<file path="src/rtl/sd_data_xfer_ctrl.sv">
// Data-phase sequencer for the SD serial data engine: waits for command and FIFO
// readiness, issues start/abort codes, supervises completion and timeout.
module sd_data_xfer_ctrl #(
  parameter int TIMEOUT_W = 24
) (
  input  logic                 sd_clk,
  input  logic                 rst_n,
  input  logic                 req_tx,
  input  logic                 req_rx,
  input  logic                 cmd_done,
  input  logic                 cmd_err,
  input  logic                 abort,
  input  logic [TIMEOUT_W-1:0] timeout_val,
  input  logic                 tx_fifo_empty,
  input  logic                 rx_fifo_ovf,
  input  logic                 dat_busy,
  input  logic                 dat_crc_ok,
  output logic [1:0]           start_dat,
  output logic                 fifo_rst,
  output logic                 xfer_active,
  output logic                 done_int,
  output logic                 crc_err_int,
  output logic                 timeout_int,
  output logic                 fifo_err_int,
  output logic                 cmd_fail_int
);

  typedef enum logic [2:0] {
    S_IDLE      = 3'd0,
    S_WAIT_CMD  = 3'd1,
    S_WAIT_FIFO = 3'd2,
    S_START     = 3'd3,
    S_RUN       = 3'd4,
    S_ABORT     = 3'd5,
    S_FLUSH     = 3'd6
  } state_t;

  localparam logic [1:0]           CODE_NONE  = 2'b00;
  localparam logic [1:0]           CODE_WRITE = 2'b01;
  localparam logic [1:0]           CODE_READ  = 2'b10;
  localparam logic [1:0]           CODE_ABORT = 2'b11;
  localparam logic [TIMEOUT_W-1:0] TIMER_ONE  = TIMEOUT_W'(1);
  localparam logic [TIMEOUT_W-1:0] TIMER_ZERO = TIMEOUT_W'(0);

  state_t               state_q;
  logic                 dir_wr_q;
  logic                 busy_seen_q;
  logic                 hold_q;
  logic [TIMEOUT_W-1:0] timer_q;
  logic [1:0]           start_dat_q;
  logic                 fifo_rst_q;
  logic                 xfer_active_q;
  logic                 done_q;
  logic                 crc_err_q;
  logic                 timeout_q;
  logic                 fifo_err_q;
  logic                 cmd_fail_q;

  logic timer_en_s;
  logic timer_hit_s;
  logic run_done_s;

  assign timer_en_s  = (timeout_val != TIMER_ZERO);
  assign timer_hit_s = timer_en_s && (timer_q == TIMER_ONE);
  assign run_done_s  = busy_seen_q && !dat_busy;

  // Single sequencing process: state, counters and every registered output.
  always_ff @(posedge sd_clk or negedge rst_n) begin
    if (!rst_n) begin
      state_q       <= S_IDLE;
      dir_wr_q      <= 1'b0;
      busy_seen_q   <= 1'b0;
      hold_q        <= 1'b0;
      timer_q       <= TIMER_ZERO;
      start_dat_q   <= CODE_NONE;
      fifo_rst_q    <= 1'b0;
      xfer_active_q <= 1'b0;
      done_q        <= 1'b0;
      crc_err_q     <= 1'b0;
      timeout_q     <= 1'b0;
      fifo_err_q    <= 1'b0;
      cmd_fail_q    <= 1'b0;
    end else begin
      fifo_rst_q <= 1'b0;
      done_q     <= 1'b0;
      crc_err_q  <= 1'b0;
      timeout_q  <= 1'b0;
      fifo_err_q <= 1'b0;
      cmd_fail_q <= 1'b0;
      case (state_q)
        S_IDLE: begin
          if (req_tx || req_rx) begin
            dir_wr_q      <= req_tx;
            state_q       <= S_WAIT_CMD;
            xfer_active_q <= 1'b1;
          end
        end
        S_WAIT_CMD: begin
          if (abort) begin
            state_q     <= S_ABORT;
            start_dat_q <= CODE_ABORT;
            hold_q      <= 1'b0;
          end else if (cmd_err) begin
            cmd_fail_q <= 1'b1;
            done_q     <= 1'b1;
            state_q    <= S_FLUSH;
          end else if (cmd_done) begin
            if (dir_wr_q) begin
              state_q <= S_WAIT_FIFO;
            end else begin
              state_q     <= S_START;
              start_dat_q <= CODE_READ;
            end
          end
        end
        S_WAIT_FIFO: begin
          if (abort) begin
            state_q     <= S_ABORT;
            start_dat_q <= CODE_ABORT;
            hold_q      <= 1'b0;
          end else if (!tx_fifo_empty) begin
            state_q     <= S_START;
            start_dat_q <= CODE_WRITE;
          end
        end
        S_START: begin
          // The engine may not have raised busy yet, so the abort code is held an extra cycle.
          if (abort) begin
            state_q     <= S_ABORT;
            start_dat_q <= CODE_ABORT;
            hold_q      <= 1'b1;
          end else begin
            state_q     <= S_RUN;
            start_dat_q <= CODE_NONE;
            timer_q     <= timeout_val;
            busy_seen_q <= 1'b0;
          end
        end
        S_RUN: begin
          if (abort) begin
            state_q     <= S_ABORT;
            start_dat_q <= CODE_ABORT;
            hold_q      <= 1'b0;
          end else if (timer_hit_s) begin
            timeout_q   <= 1'b1;
            state_q     <= S_ABORT;
            start_dat_q <= CODE_ABORT;
            hold_q      <= 1'b0;
          end else if (!dir_wr_q && rx_fifo_ovf) begin
            fifo_err_q  <= 1'b1;
            state_q     <= S_ABORT;
            start_dat_q <= CODE_ABORT;
            hold_q      <= 1'b0;
          end else if (run_done_s) begin
            done_q        <= 1'b1;
            crc_err_q     <= !dat_crc_ok;
            state_q       <= S_IDLE;
            xfer_active_q <= 1'b0;
          end else begin
            if (dat_busy) begin
              busy_seen_q <= 1'b1;
            end
            // Saturate at 1 so a stale zero count can never wrap.
            if (timer_en_s && (timer_q > TIMER_ONE)) begin
              timer_q <= timer_q - TIMER_ONE;
            end
          end
        end
        S_ABORT: begin
          if (hold_q) begin
            hold_q <= 1'b0;
          end else if (!dat_busy) begin
            start_dat_q <= CODE_NONE;
            done_q      <= 1'b1;
            state_q     <= S_FLUSH;
          end
        end
        S_FLUSH: begin
          fifo_rst_q    <= 1'b1;
          state_q       <= S_IDLE;
          xfer_active_q <= 1'b0;
        end
        default: begin
          state_q       <= S_IDLE;
          start_dat_q   <= CODE_NONE;
          xfer_active_q <= 1'b0;
          hold_q        <= 1'b0;
        end
      endcase
    end
  end

  assign start_dat    = start_dat_q;
  assign fifo_rst     = fifo_rst_q;
  assign xfer_active  = xfer_active_q;
  assign done_int     = done_q;
  assign crc_err_int  = crc_err_q;
  assign timeout_int  = timeout_q;
  assign fifo_err_int = fifo_err_q;
  assign cmd_fail_int = cmd_fail_q;

endmodule
</file>
<file path="config.mk">
export PLATFORM = sky130hd
export DESIGN_NAME = sd_data_xfer_ctrl
export DESIGN_NICKNAME = d
export VERILOG_FILES = /design/src/rtl/sd_data_xfer_ctrl.sv
export SDC_FILE = /design/constraint.sdc
export NUM_CORES = 1
export LEC_CHECK = 0
export ABC_CLOCK_PERIOD_IN_PS = 3800
export CORE_UTILIZATION = 35
export DETAILED_ROUTE_END_ITERATION = 12
export GPL_TIMING_DRIVEN = 0
export SYNTH_ARGS = -nofsm -noshare
export SYNTH_HDL_FRONTEND = slang
export SYNTH_SLANG_ARGS = --single-unit
</file>
<file path="constraint.sdc">
create_clock -name sd_clk -period 3.8 [get_ports sd_clk]
set_input_delay 1.14 -clock sd_clk [delete_from_list [all_inputs] [get_ports sd_clk]]
set_output_delay 1.14 -clock sd_clk [all_outputs]
set_load 0.1 [all_outputs]
</file>
; Yosys cells after proc, flatten, opt, wreduce, memory -nomap -nowiden
; Index checks and enable logic that the tools add are counted.
[word_totals]
regBits = 39
input_bits = 35
output_inout_bits = 9
word_cells = 142
[classes]
addsub = 1
order_cmp = 1
n_eq_ne = 27
n_mux = 77
bitwise_logic = 2
reduce_logical = 21
[op_table]
columns = cell, n
row1 = 24-bit two-way mux, 6
row2 = 24-bit case mux with 2 select lines, 1
row3 = 1-bit two-way mux, 40
row4 = 3-bit two-way mux, 12
row5 = "24-bit by 1-bit equality test with 1-bit output, second input constant", 1
row6 = "24-bit by 1-bit greater-than comparator with 1-bit output, second input constant", 1
row7 = 2-bit two-way mux, 12
row8 = "2-bit inequality test, second input constant", 12
row9 = 24-bit nonzero test, 1
row10 = "24-bit by 1-bit subtractor with 24-bit output, second input constant", 1
row11 = 3-bit case mux with 6 select lines, 1
row12 = 7-bit AND reduction, 2
row13 = "3-bit inequality test, second input constant", 4
row14 = 2-bit case mux with 6 select lines, 1
row15 = 6-bit AND reduction, 2
row16 = "3-bit equality test, second input constant", 3
row17 = "4-bit inequality test, second input constant", 2
row18 = 8-bit AND reduction, 1
row19 = "3-bit by 2-bit equality test with 1-bit output, second input constant", 2
row20 = 1-bit case mux with 3 select lines, 2
row21 = "5-bit inequality test, second input constant", 1
row22 = 1-bit logical AND, 4
row23 = 1-bit case mux with 4 select lines, 1
row24 = 4-bit AND reduction, 1
row25 = other kinds (11), 15

; Depth between registers and ports, before layout
[depth]
word_depth = 8
depth_mapped = 10
mapped_depth_nobuf = 7

; Worst setup path after synthesis
; No wires, ideal clock.
[synth_path]
path_kind = input port to flip-flop
startpoint = input timeout_val[18]
endpoint = register timer_q[10]
setup_time_ns = 0.122
t_arrival_ns = 2.659
required_ns = 3.678
setup_slack_ns = 1.020
cell_stages = 7
n_path_buf = 1
path_cell_list = nor4_1 > nand4_1 > o2111a_1 > clkbuf_1 > o41ai_1 > nand3_1 > a32o_1
[synth_via]
elab_chain_len = 4
word_cells_on_any_way = 6
cone_classes = eq/ne: 2 / reduce/logical: 4
[synth_rtl]
columns = element, line_no
row1 = "start, declared", 13  ; input logic [TIMEOUT_W-1:0] timeout_val,
row2 = 24-bit nonzero test *, 63  ; assign timer_en_s = (timeout_val != TIMER_ZERO);
row3 = 1-bit logical AND (on tied branches), "164, 64"
row4 = 2-bit inequality test (no line), -
row5 = 7-bit AND reduction (no line) *, -
row6 = "end signal, assigned", 135  ; timer_q <= timeout_val;
row7 = "end signal, assigned", 165  ; timer_q <= timer_q - TIMER_ONE;
row8 = "end, declared", 49  ; logic [TIMEOUT_W-1:0] timer_q;
; Every way passes the cells marked *; elsewhere a longest branch is shown, timed or not.
; A chain may end at the register's enable or synchronous reset.

; Worst setup path in the final report
[layout_path]
startpoint = input timeout_val[18]
endpoint = register timer_q[8]
; Same word-level chain as after synthesis.

==> key figures <==
STA
  • Final hold violation count: 0
  • FMAX: 0.2671 GHz
  • Final count of negative-setup-slack endpoints: 0
  • RSZ-0062 raised after global routing: no
  • Final critical-path share of the clock period: a little over nine tenths
  • Total Neg Setup Slack: 0 ps
  • Actual slew at the worst max-slew pin: around 970 ps
  • WHS: ~520 ps
  • Pins over their slew limit: 0
  • Max-slew headroom: a little over a third
  • Final critical-path required period: approximately 3700 ps
  • Clock skew: roughly 5.6 ps

Clock network
  • H-tree depth: 2
  • CTS tree: built
  • Post-CTS Resized: 0
  • Setup bufs post-CTS: 0
  • TritonCTS buffer count: 5
  • CTS sink cnt: 39
  • Cts hold-fix bufs: 0
  • Clk_lat worst skew: about 300 ps
  • CTS max path bufs: 2
  • Clk slew on worst S/H paths: ~80 ps
  • Clock Tree Root: clkbuf_8

Logic synthesis
  • Yosys warnings: 0
  • Yosys reg bits: 39
  • Sequential cell area fraction in the yosys report: between 30% and 40%
  • Yosys cell types: 54
  • Post-synthesis simple-gate area fraction: 29.16%
  • Post-synthesis adder-cell area fraction: less than 1%
  • Syn Nets: 380
  • Compound-Gate Fraction of Synth Area: 29.66%
  • XOR/XNOR Fraction of Synth Area: 0%
  • Mux share of post-synthesis cell area: 0%
  • Post-Syn Area per Cell: just over 8 um^2
  • Fraction of registers with async set/reset: 100.0%
  • Post-synthesis instance area: between 2000 and 3000 um^2
  • Main flop type after synthesis: dfrtp_1
  • Syn Inst Count: between 300 and 400
  • EDFF count, synth: 0
  • Main combinational cell family by area after synthesis: compound AO/OA/AOI/OAI gates

GRT
  • First-pass GRT wire length: roughly 16 mm
  • Vias in the first global route: 2889
  • GRT Total Usage: about 25%
  • Initial antenna violation count: 0
  • Largest net degree at the start of global routing: 25
  • Total gr overflow: 0

Place
  • Buffers on Ports: 42
  • Placed Cells incl. Taps: 488
  • Post-DP Area: between 3000 and 4000 um^2
  • HPWL Detailed: 7.374 mm
  • GP Congestion: 0.9189

Route
  • Vias per inst: 6.411
  • Final antenna-violating net count: 0
  • # DRC: 0
  • WL per Instance: a little over 20 um
  • WL final: 10.08 mm
  • Drt pass-1 iters: 5
  • Via count: 3180
  • DR iter-0 viols: 319

Floorplan
  • Starting Density: roughly 36%
  • Row Count: 32
  • Top-Level Pins: 44
  • Core Region: 7727 um^2
  • Total die area: around 8400 um^2
  • Die height: just over 90 um
  • Die width: between 90 and 100 um

Cells and area
  • Final design instance area without fill: between 3000 and 4000 um^2
  • Nets: between 400 and 500
  • Non-Filler Instances: 496
  • Share of layout cells above drive strength 1: between 7 and 8%
  • Syn-to-layout area delta: 24.30%
  • Antenna diodes: 0

Min path
  • HP Class: reg2reg

Run status
  • Status: finished clean

Critical path
  • Setup Crit Path Kind: in2reg
  • CP Launch Type: primary input
  • CP required: 3950 ps
  • WP data arrival: around 3900 ps
  • Critical path peak fanout: 10
  • Crit. End Element: flip-flop

Job
  • Max cap viols: 0

Power and ir drop
  • Peak VDD IR: 0.0004341 V
  • Power Density: about 790 nW/um^2
  • LEAKAGE: between 1 and 1.5 nW
  • Total Power: around 2.7 mW
## stage by stage
stage / utilization [%] / setup slack (ps)
floorplan: - / 1020
global placement: 43.35 / -123.1
detailed placement: 43.54 / -176.5
CTS: 45.06 / 142.4
global route: 45.06 / 26.32
finish: 45.06 / 55.81
## layer usage
metal / wire (um) / part of all wire, % / track usage, % / up-vias
met1: 4614 / 46 / 36.42 / 1526
li1: - / - / - / 1453
met5: 0 / 0 / 0 / -
met4: 197 / 2.0 / 8.730 / 0
met3: 834 / 8.3 / 3.015 / 19
met2: 4429 / 44 / 36.15 / 182
## cells by family (layout without fill, tap and decap cells)
kind of cell,count (synthesis),after routing
AND/OR/NAND/NOR,152,152
AO/OA/AOI/OAI,115,115
flip-flops,39,39
buffers and inverters,35,86
adder cells (fa/ha/maj),2,2
## final cells by class
class / instances / area [um^2]
Inverter: 6 / 22.52
Fill cell: 764 / 4245
Clock buffer: 6 / 82.58
Multi-Input combinational cell: 269 / 1673
Timing Repair Buffer: 43 / 435.4
Buffer: 29 / 130.1
Sequential cell: 39 / 975.9
Clock inverter: 2 / 35.03
Tap cell: 102 / 127.6
## sequential cells by signal (all words and copies together) (netlist names)
register,flops
fifo_rst,1
fifo_err_int,1
start_dat,2
timer_q,24
busy_seen_q,1
state_q,3
timeout_int,1
hold_q,1
crc_err_int,1
done_int,1
dir_wr_q,1
cmd_fail_int,1
xfer_active,1
## power by group
group | switching [mW] | internal (mW) | total, mW | leakage, nW
logic | 0.981 | 0.555 | 1.54 | 0.700
registers | 0.231 | 0.605 | 0.835 | 0.467
clock network | 0.156 | 0.213 | 0.368 | 0.0612
## layout by cell type (no fill, tap or decap), types with 3 or more instances in the layout
master	count
nor2_1	29
nand4_1	6
a32o_1	6
nand2_1	30
clkbuf_8	6
o21ai_0	16
a31oi_1	24
o41ai_1	8
or4_1	10
nor4_1	15
o32a_1	3
o22ai_1	3
nand3_1	16
buf_2	6
clkdlybuf4s50_1	41
buf_1	3
nor3_1	14
a31o_2	3
and4_1	3
o2bb2ai_1	4
clkbuf_1	19
or3_1	9
nand2b_1	6
a211oi_1	5
dfrtp_1	39
inv_1	6
a21oi_1	15
o31ai_1	5
o311ai_0	3
## critical path, cell delays in order
cell and delay [ps]:
clkdlybuf4s50_1 450, nor4_1 430, nand4_1 230, o2111a_1 400, o21ai_1 450, clkbuf_1 580
a31oi_1 190
## Yosys cell counts, types with 4 or more instances
library cell	instances	share of area, %
nand2_1	30	4.0
o41ai_1	8	2.5
or3_1	9	2.0
nor4_1	15	3.3
nand3_1	16	2.9
inv_1	6	0.80
o21ai_0	16	2.9
a211oi_1	5	1.3
nand4_1	6	1.3
clkbuf_1	19	2.5
a31oi_1	24	5.4
buf_2	5	0.89
a21oi_1	15	2.7
a32o_1	6	2.1
dfrtp_1	39	35
nor3_1	14	2.5
nor2_1	29	3.9
o2bb2ai_1	4	1.3
o31ai_1	5	1.3
nand2b_1	6	1.3
or4_1	10	2.7
## path summary, 6_finish.rpt
| kind | startpoint | endpoint | slack, ps | cells past startpoint |
|---|---|---|---|---|
| worst max-delay path | timeout_val[18] | timer_q[8]$_DFFE_PN0P_ | 60 | 7 |
| worst min-delay path | timer_q[3]$_DFFE_PN0P_ | timer_q[3]$_DFFE_PN0P_ | 520 | 1 |
| worst max register to register | state_q[0]$_DFFE_PN0P_ | timer_q[20]$_DFFE_PN0P_ | 780 | 9 |
| worst min register to register | timer_q[3]$_DFFE_PN0P_ | timer_q[3]$_DFFE_PN0P_ | 520 | 1 |
| max in group asynchronous | rst_n | hold_q$_DFFE_PN0P_ | 2580 | 2 |
| min in group asynchronous | rst_n | timer_q[2]$_DFFE_PN0P_ | 750 | 1 |
Note: power is estimated with default switching activity, not from simulation.
